==> config.mk <==
export PLATFORM = sky130hd
export DESIGN_NAME = vec_elem_seq_flat
export DESIGN_NICKNAME = d
export VERILOG_FILES = /design/src/rtl/vec_elem_seq_pkg.sv /design/src/rtl/vec_elem_seq_if.sv /design/src/rtl/vec_elem_seq_alu.sv /design/src/rtl/vec_elem_seq.sv /design/src/flat_wrapper.sv
export SDC_FILE = /design/constraint.sdc
export NUM_CORES = 2
export LEC_CHECK = 0
export ABC_AREA = 1
export CAP_MARGIN = 5
export CELL_PAD_IN_SITES_DETAIL_PLACEMENT = 1
export CELL_PAD_IN_SITES_GLOBAL_PLACEMENT = 2
export CORE_UTILIZATION = 42
export DETAILED_ROUTE_END_ITERATION = 8
export DONT_BUFFER_PORTS = 1
export PLACE_DENSITY = 0.95
export SYNTH_ARGS = -nofsm -noshare
export SYNTH_HDL_FRONTEND = slang
export SYNTH_SLANG_ARGS = --single-unit
==> constraint.sdc <==
create_clock -name clk -period 4.8 [get_ports clk]
set_input_delay 0.24 -clock clk [delete_from_list [all_inputs] [get_ports clk]]
set_output_delay 0.24 -clock clk [all_outputs]
set_load 0.05 [all_outputs]
==> src/rtl/vec_elem_seq_pkg.sv <==
// Shared types for the vector element sequencer: op encoding,
// sequencer state encoding and default geometry.
package vecunit_pkg;

    localparam int WIDTH_DEF = 32;
    localparam int DEPTH_DEF = 10;
    localparam int VL_W_DEF  = 8;

    typedef enum logic [2:0] {
        VOP_ADD  = 3'd0,
        VOP_SUB  = 3'd1,
        VOP_MUL  = 3'd2,
        VOP_AND  = 3'd3,
        VOP_OR   = 3'd4,
        VOP_XOR  = 3'd5,
        VOP_MAXU = 3'd6,
        VOP_MINU = 3'd7
    } vop_e;

    typedef enum logic [1:0] {
        S_IDLE  = 2'd0,
        S_RUN   = 2'd1,
        S_DRAIN = 2'd2
    } seq_state_e;

endpackage

==> src/rtl/vec_elem_seq_if.sv <==
// Command, status and dual-read/single-write memory bundle.
// slave: sequencer side; master: controller + memory side.
interface vec_elem_seq_if #(
    parameter int WIDTH = 32,
    parameter int DEPTH = 10,
    parameter int VL_W  = 8
) ();
    logic             start;
    logic [2:0]       op;
    logic [DEPTH-1:0] base_a;
    logic [DEPTH-1:0] base_b;
    logic [DEPTH-1:0] base_d;
    logic [VL_W-1:0]  vl;
    logic             ready;
    logic             done;
    logic [DEPTH-1:0] addr_A_read;
    logic [DEPTH-1:0] addr_B_read;
    logic [WIDTH-1:0] rd_A_i;
    logic [WIDTH-1:0] rd_B_i;
    logic [DEPTH-1:0] addr_write;
    logic [WIDTH-1:0] data;
    logic             w_en;

    modport slave (
        input  start, op, base_a, base_b, base_d, vl,
        input  rd_A_i, rd_B_i,
        output ready, done, addr_A_read, addr_B_read,
        output addr_write, data, w_en
    );

    modport master (
        output start, op, base_a, base_b, base_d, vl,
        output rd_A_i, rd_B_i,
        input  ready, done, addr_A_read, addr_B_read,
        input  addr_write, data, w_en
    );
endinterface

==> src/rtl/vec_elem_seq_alu.sv <==
// vec_alu: combinational element ALU, modulo 2**WIDTH.
// Ports: op (vop_e), a, b -> y.
module vec_alu
    import vecunit_pkg::*;
#(
    parameter int WIDTH = WIDTH_DEF
) (
    input  vop_e             op,
    input  logic [WIDTH-1:0] a,
    input  logic [WIDTH-1:0] b,
    output logic [WIDTH-1:0] y
);
    always_comb begin
        y = '0;
        case (op)
            VOP_ADD:  y = a + b;
            VOP_SUB:  y = a - b;
            VOP_MUL:  y = a * b;
            VOP_AND:  y = a & b;
            VOP_OR:   y = a | b;
            VOP_XOR:  y = a ^ b;
            VOP_MAXU: y = (a > b) ? a : b;
            VOP_MINU: y = (a < b) ? a : b;
            default:  y = '0;
        endcase
    end
endmodule

==> src/rtl/vec_elem_seq.sv <==
// vec_elem_seq: walks vl element pairs, one ALU op and one write per cycle.
// Ports: clk, rst (async high), bus (vec_elem_seq_if.slave).
module vec_elem_seq
    import vecunit_pkg::*;
#(
    parameter int WIDTH = WIDTH_DEF,
    parameter int DEPTH = DEPTH_DEF,
    parameter int VL_W  = VL_W_DEF
) (
    input logic          clk,
    input logic          rst,
    vec_elem_seq_if.slave bus
);
    seq_state_e       state;
    vop_e             op_r;
    logic [DEPTH-1:0] ba_r;
    logic [DEPTH-1:0] bb_r;
    logic [DEPTH-1:0] bd_r;
    logic [VL_W-1:0]  vl_r;
    logic [VL_W-1:0]  idx;
    logic [DEPTH-1:0] idx_a;
    logic [WIDTH-1:0] alu_y;
    logic [WIDTH-1:0] data_r;
    logic [DEPTH-1:0] waddr_r;
    logic             w_en_r;
    logic             done_r;

    // idx holds on the last element, so read addresses keep their
    // final value while idle.
    assign idx_a           = DEPTH'(idx);
    assign bus.addr_A_read = ba_r + idx_a;
    assign bus.addr_B_read = bb_r + idx_a;
    assign bus.ready       = (state == S_IDLE);
    assign bus.data        = data_r;
    assign bus.addr_write  = waddr_r;
    assign bus.w_en        = w_en_r;
    assign bus.done        = done_r;

    vec_alu #(.WIDTH(WIDTH)) u_alu (
        .op (op_r),
        .a  (bus.rd_A_i),
        .b  (bus.rd_B_i),
        .y  (alu_y)
    );

    always_ff @(posedge clk or posedge rst) begin
        if (rst) begin
            state   <= S_IDLE;
            op_r    <= VOP_ADD;
            ba_r    <= '0;
            bb_r    <= '0;
            bd_r    <= '0;
            vl_r    <= '0;
            idx     <= '0;
            data_r  <= '0;
            waddr_r <= '0;
            w_en_r  <= 1'b0;
            done_r  <= 1'b0;
        end else begin
            w_en_r <= 1'b0;
            done_r <= 1'b0;
            unique case (state)
                S_IDLE: begin
                    if (bus.start) begin
                        op_r <= vop_e'(bus.op);
                        ba_r <= bus.base_a;
                        bb_r <= bus.base_b;
                        bd_r <= bus.base_d;
                        vl_r <= bus.vl;
                        idx  <= '0;
                        if (bus.vl == '0) begin
                            state  <= S_DRAIN;
                            done_r <= 1'b1;
                        end else begin
                            state <= S_RUN;
                        end
                    end
                end
                S_RUN: begin
                    data_r  <= alu_y;
                    waddr_r <= bd_r + idx_a;
                    w_en_r  <= 1'b1;
                    if (idx == vl_r - 1'b1) begin
                        state  <= S_DRAIN;
                        done_r <= 1'b1;
                    end else begin
                        idx <= idx + 1'b1;
                    end
                end
                S_DRAIN: state <= S_IDLE;
                default: state <= S_IDLE;
            endcase
        end
    end
endmodule
==> src/flat_wrapper.sv <==
// flat-port wrapper written by rule: the top's interface ports become plain ports
module vec_elem_seq_flat import vecunit_pkg::*;
#(
    parameter int WIDTH = WIDTH_DEF,
    parameter int DEPTH = DEPTH_DEF,
    parameter int VL_W  = VL_W_DEF
)
  (clk, rst, bus_start, bus_op, bus_base_a, bus_base_b, bus_base_d, bus_vl, bus_rd_A_i, bus_rd_B_i, bus_ready, bus_done, bus_addr_A_read, bus_addr_B_read, bus_addr_write, bus_data, bus_w_en);
  vec_elem_seq_if #(.WIDTH(WIDTH), .DEPTH(DEPTH), .VL_W(VL_W)) bus_i ();
  input logic clk;
  input logic rst;
  input wire logic [$bits(bus_i.start)-1:0] bus_start;
  input wire logic [$bits(bus_i.op)-1:0] bus_op;
  input wire logic [$bits(bus_i.base_a)-1:0] bus_base_a;
  input wire logic [$bits(bus_i.base_b)-1:0] bus_base_b;
  input wire logic [$bits(bus_i.base_d)-1:0] bus_base_d;
  input wire logic [$bits(bus_i.vl)-1:0] bus_vl;
  input wire logic [$bits(bus_i.rd_A_i)-1:0] bus_rd_A_i;
  input wire logic [$bits(bus_i.rd_B_i)-1:0] bus_rd_B_i;
  output wire logic [$bits(bus_i.ready)-1:0] bus_ready;
  output wire logic [$bits(bus_i.done)-1:0] bus_done;
  output wire logic [$bits(bus_i.addr_A_read)-1:0] bus_addr_A_read;
  output wire logic [$bits(bus_i.addr_B_read)-1:0] bus_addr_B_read;
  output wire logic [$bits(bus_i.addr_write)-1:0] bus_addr_write;
  output wire logic [$bits(bus_i.data)-1:0] bus_data;
  output wire logic [$bits(bus_i.w_en)-1:0] bus_w_en;
  assign bus_i.start = bus_start;
  assign bus_i.op = bus_op;
  assign bus_i.base_a = bus_base_a;
  assign bus_i.base_b = bus_base_b;
  assign bus_i.base_d = bus_base_d;
  assign bus_i.vl = bus_vl;
  assign bus_i.rd_A_i = bus_rd_A_i;
  assign bus_i.rd_B_i = bus_rd_B_i;
  assign bus_ready = bus_i.ready;
  assign bus_done = bus_i.done;
  assign bus_addr_A_read = bus_i.addr_A_read;
  assign bus_addr_B_read = bus_i.addr_B_read;
  assign bus_addr_write = bus_i.addr_write;
  assign bus_data = bus_i.data;
  assign bus_w_en = bus_i.w_en;
  vec_elem_seq #(.WIDTH(WIDTH), .DEPTH(DEPTH), .VL_W(VL_W)) u_core (.clk(clk), .rst(rst), .bus(bus_i));
endmodule
Yosys cells after proc, flatten, opt, wreduce, memory -nomap -nowiden
Index checks and enable logic that the tools add are counted.
{"block": "word_totals", "ff_bits": 95, "input_bits": 108, "elab_cells": 58, "out_inout_bits": 65}
{"block": "op_classes", "magnitude_cmp": 2, "multipliers": 1, "bitwise_logic": 3, "n_eq_ne": 12, "muxes": 15, "add_sub_neg": 7, "n_reduce_logical": 7}
{"operator": "$pmux 32 s8", "count": 1}
{"operator": "$mux 32", "count": 2}
{"operator": "$add 32x32->32", "count": 1}
{"operator": "$and 32x32->32", "count": 1}
{"operator": "$gt 32x32->1", "count": 1}
{"operator": "$lt 32x32->1", "count": 1}
{"operator": "$mul 32x32->32", "count": 1}
{"operator": "$or 32x32->32", "count": 1}
{"operator": "$sub 32x32->32", "count": 1}
{"operator": "$xor 32x32->32", "count": 1}
{"operator": "$add 10x8->10", "count": 3}
{"operator": "$mux 8", "count": 2}
{"operator": "$pmux 8 s2", "count": 1}
{"operator": "$eq 3x3->1 const B", "count": 4}
{"operator": "$add 8x1->8 const B", "count": 1}
{"operator": "$eq 8x8->1", "count": 1}
{"operator": "$logic_not 8->1", "count": 1}
{"operator": "$sub 8x1->8 const B", "count": 1}
{"operator": "$eq 3x2->1 const B", "count": 2}
{"operator": "$mux 2", "count": 3}
{"operator": "$mux 1", "count": 4}
{"operator": "$ne 2x2->1 const B", "count": 2}
{"operator": "$pmux 2 s2", "count": 1}
{"operator": "$reduce_and 2->1", "count": 2}
{"operator": "other kinds (8)", "count": 8}

Logic depth before layout (Yosys ltp)
{"block": "logic_depth", "depth_word": 4, "mapped_depth": 38, "mapped_depth_nobuf": 36}

Hierarchy
A second synthesis with hierarchy kept.
{"block": "unflattened", "hier_cells": 4180, "hier_area_um2": 28538.6}
{"module": "vec_alu", "seq_area_each_um2": 0.0, "n_inst": 1, "area_each_um2": 23433.7, "cells_per_inst": 3527}
{"module": "vec_elem_seq", "seq_area_each_um2": 2377.3, "n_inst": 1, "area_each_um2": 5104.9, "cells_per_inst": 653}

Worst setup path after synthesis
No wires, ideal clock.
{"block": "synth_timing", "path_type": "input port to flip-flop", "startpoint": "input bus_rd_B_i[7]", "endpoint": "register u_core.data_r[23] (netlist: u_core.bus.data[23])", "setup_ps": 113, "n_path_buf": 2, "slack_ps": -1743, "stages": 32, "required_ps": 4687, "arrival_ps": 6430, "cell_sequence": "clkbuf_1 buf_1 nand2_1 inv_1 fa_1 fa_1 fa_1 inv_1 fa_1 inv_1 fa_1 inv_1 fa_1 inv_1 fa_1 fa_1 ha_1 nand2_1 nor2_1 inv_1 nor2_1 nand4_1 nand3_1 nand2_1 nand2_1 a21oi_1 o21ai_0 o21ai_0 a21oi_1 nand3_1 nand2_1 inv_1"}
{"block": "synth_between", "elab_chain_len": 3, "word_cells_on_any_way": 8, "cone_classes": "add/sub: 2; mul: 1; order compare: 2; mux: 3"}
{"element": "from (decl)", "line": "flat_wrapper.sv:19", "rtl": "input wire logic [$bits(bus_i.rd_B_i)-1:0] bus_rd_B_i;"}
{"element": "parallel branches: the longest is 2 deep, another holds $mul 32x32->32"}
{"element": "$pmux 32 s8 (*)", "line": "vec_elem_seq_alu.sv:15", "rtl": "case (op)"}
{"element": "to (signal assigned)", "line": "vec_elem_seq.sv:80", "rtl": "data_r <= alu_y;"}
{"element": "to (decl)", "line": "vec_elem_seq.sv:23", "rtl": "logic [WIDTH-1:0] data_r;"}
Every way passes the cells marked *.
A chain may end at the register's enable or synchronous reset.

Worst setup path after layout
{"block": "layout_timing", "startpoint": "input bus_rd_B_i[5]", "endpoint": "register u_core.data_r[23] (netlist: u_core.bus.data[23])"}
The elaborated chain is that of the path after synthesis.

==> impl_metrics.json <==
{
  "vias": 27630,
  "synth_nets": 4810,
  "grt_max_degree": 66,
  "finalWorstSetupSlack_ns": -1.446,
  "synthArstFlopShare": 1.000,
  "num_rows": 94,
  "dr.pass1.iters": 5,
  "drt.antenna.violating_nets": 0,
  "status": "finished, violations left",
  "critical_path_buf_inv_count": 6,
  "grt_overflow": 0,
  "grtUsageMet2": 0.5873,
  "grt_use_total": 0.3517,
  "gp_congestion": 1.000,
  "syn2layout_area_growth_pct": 13.01,
  "cpMostUsedCell": "fa_1",
  "yosys-top-cells-area": "fa_1, nand2_1, inv_1",
  "critPathArrivalTime_ns": 6.53,
  "drv_cap": 0,
  "drv_slew": 0,
  "top_usage_layer": "met2",
  "post-route-drc-count": 0,
  "fin_nets": 4844,
  "cp-start-kind": "input port",
  "ys_ff_latch": 95,
  "placedCellCount": 4865,
  "multi_input_area_sq_um": 22630,
  "core_region_area_sq_um": 66100,
  "clk_latency_ns": 0.39,
  "die_w_um": 260.9,
  "worst_path_largest_cell_delay_ns": 0.56,
  "dp_hpwl_um": 91150,
  "grt_pass1_wl_um": 179600,
  "crit_fanout": 28,
  "syn-cell-area_sq_um": 28160,
  "fin_cells": 4950,
  "slew_headroom": 0.1968,
  "grt_util_met1": 0.4513,
  "max_freq_ghz": 0.1601,
  "cts_root_buf": "clkbuf_16",
  "seqCellArea_sq_um": 2377,
  "nFillCells": 8374,
  "synthCells": 4044,
  "cp.required_ns": 5.08,
  "path_delay_family": "adder cells",
  "period_minus_slack_ns": 6.246,
  "yosysTopAreaCellShare": 0.2936,
  "worst_pin_slew_ns": 1.196,
  "tritoncts": "yes",
  "grt_pass1_vias": 30070,
  "htreeDepth": 3,
  "min_path_type": "input port to flip-flop",
  "rsz0062_at_grt": "yes",
  "hold_viol": 0,
  "synth_cell_types": 61,
  "criticalPathCategory": "input port to flip-flop",
  "end_kind": "flip-flop",
  "period_share": 1.301,
  "cts_buffers": 9,
  "drive_gt1_frac": 0.1242,
  "fin_skew_ns": 0.01237,
  "synth_top_area_cell": "fa_1",
  "cts.clk_slew.worst_paths_ns": 0.08,
  "clockBufferDepth": 2,
  "slowest_stage": "fa_1",
  "fp.dieH_um": 260.9,
  "routed_wl_um": 118800,
  "setup_viol": 23,
  "port_buffers": 0,
  "failed_checks": "setup timing",
  "postSynthAreaPerCell_sq_um": 6.964,
  "synth-edff-count": 0,
  "cts.sinks": 95,
  "start_util": 0.4261,
  "drtIter0Drc": 1843,
  "antenna_found_initial": 1,
  "yosysWarnings": 0,
  "grtUsageMet3": 0.05101,
  "seq_area_frac_synth": 0.08441,
  "dieArea_sq_um": 68090,
  "io_pins": 173,
  "synth_ff_type": "dfrtp_1",
  "vias_per_cell": 5.582,
  "wl_per_cell_um": 23.99
}
logic make-up (layout without fill, tap and decap cells):
| group | Yosys count | in the layout | share of synthesized area |
|---|---|---|---|
| xor+xnor | 66 | 66 | 0.02053 |
| simple gates | 1527 | 1527 | 0.2229 |
| fa+ha+maj | 658 | 658 | 0.4024 |
| compound gates | 518 | 518 | 0.1074 |
| buf+inv | 1180 | 1219 | 0.1623 |
| other cells | 0 | 3 | 0 |
| flops | 95 | 95 | 0.08441 |
metal layers:
metal  share of wire  vias up  wire (um)
met2            0.47     1095      55810
met3           0.077      299       9099
met4           0.051        0       6039
li1                -    12180          -
met1            0.40    14060      47810
met5               0        -          0
stage by stage:
step / setup slack [ns] / cell area, sq um / TNS, ns / hold WS, ns / utilization
floorplan: -1.362 / 28980 / -23.95 / 0.3496 / -
global placement: -1.713 / 29780 / -33.09 / 0.3515 / 0.4506
detailed placement: -1.823 / 29780 / -35.17 / 0.3567 / 0.4506
CTS: -1.252 / 31240 / -21.06 / 0.05908 / 0.4726
global route: -1.619 / 31820 / -28.95 / 0.09841 / 0.4814
finish: -1.446 / 31830 / -24.74 / 0.06912 / 0.4815
cell type report:
cell class | count | share of cell area
Multi-Input combinational cell | 2769 | 0.7110
Clock buffer | 10 | 0.007194
Inverter | 1006 | 0.1198
Sequential cell | 95 | 0.07469
Clock inverter | 6 | 0.001690
Antenna cell | 3 | 0.0002359
Tap cell | 864 | 0.03397
Timing Repair Buffer | 197 | 0.05142
registers in the layout, summed over array words and instances, names as in the netlist:
name and cells:
u_core.ba_r 10, u_core.bb_r 10, u_core.bd_r 10, u_core.bus.addr_write 10
u_core.bus.data 32, u_core.bus.done 1, u_core.bus.w_en 1, u_core.idx 8
u_core.op_r 3, u_core.state 2, u_core.vl_r 8
cell usage after synthesis, drive strengths merged (26+ instances only):
| library cell | n |
|---|---|
| o21ai | 164 |
| inv | 1004 |
| nor3 | 43 |
| ha | 245 |
| nand2 | 1089 |
| nand3 | 130 |
| xor2 | 40 |
| nand4 | 35 |
| nor2 | 196 |
| dfrtp | 95 |
| fa | 413 |
| o22ai | 44 |
| clkbuf | 114 |
| buf | 60 |
| a21oi | 210 |
| xnor2 | 26 |
cell usage in the layout (no fill, tap or decap), types with 15 or more instances in the layout:
master / instances
a21oi_1: 176
o22ai_1: 41
fa_2: 28
xnor2_1: 25
a21oi_2: 22
ha_1: 211
ha_4: 33
nand4_1: 35
o21bai_1: 18
inv_2: 48
buf_4: 144
nor2_1: 168
nor2_4: 15
inv_1: 945
o211ai_1: 15
nand2_4: 25
dlygate4sd3_1: 40
nand2_2: 34
o21ai_0: 123
nor3_1: 32
nand2_1: 1028
nand3_1: 107
dfrtp_1: 95
o21ai_1: 25
nand3_2: 16
fa_1: 385
xor2_1: 38
path summary, 6_finish.rpt:
path	startpoint	endpoint	slack (ns)	cells past startpoint
setup / recovery	bus_rd_B_i[5]	u_core.bus.data[23]	-1.45	29
hold / removal	bus_vl[0]	u_core.vl_r[0]	0.07	2
setup reg to reg	u_core.op_r[0]	u_core.bus.data[4]	1.59	13
hold reg to reg	u_core.bd_r[7]	u_core.bd_r[7]	0.48	2
max in group asynchronous	rst	u_core.bus.addr_write[4]	3.26	3
min in group asynchronous	rst	u_core.bus.data[1]	0.53	2
worst register-to-register path, cell delays in order (launching register included):
cell and delay [ns]:
dfrtp_1 0.48, inv_1 0.15, nor2_1 0.12, inv_1 0.15, nor2_1 0.12, buf_4 0.24, clkinv_1 0.69, a21oi_1 0.38
o21ai_0 0.21, o2111ai_1 0.17, a211oi_2 0.06, nand2_1 0.14, o211ai_1 0.14, nand2_1 0.09
timing repair:
action	in CTS	in global routing
pin swaps	107	95
hold buffers	40	0
resized for setup	174	117
hold endpoints to repair	103	0
cloned	0	0
buffers inserted	10	22
setup endpoints to repair	23	24
Power is left out: the tool's default activity adds up to more than one toggle a clock period on the data nets, which glitch-free logic cannot reach.
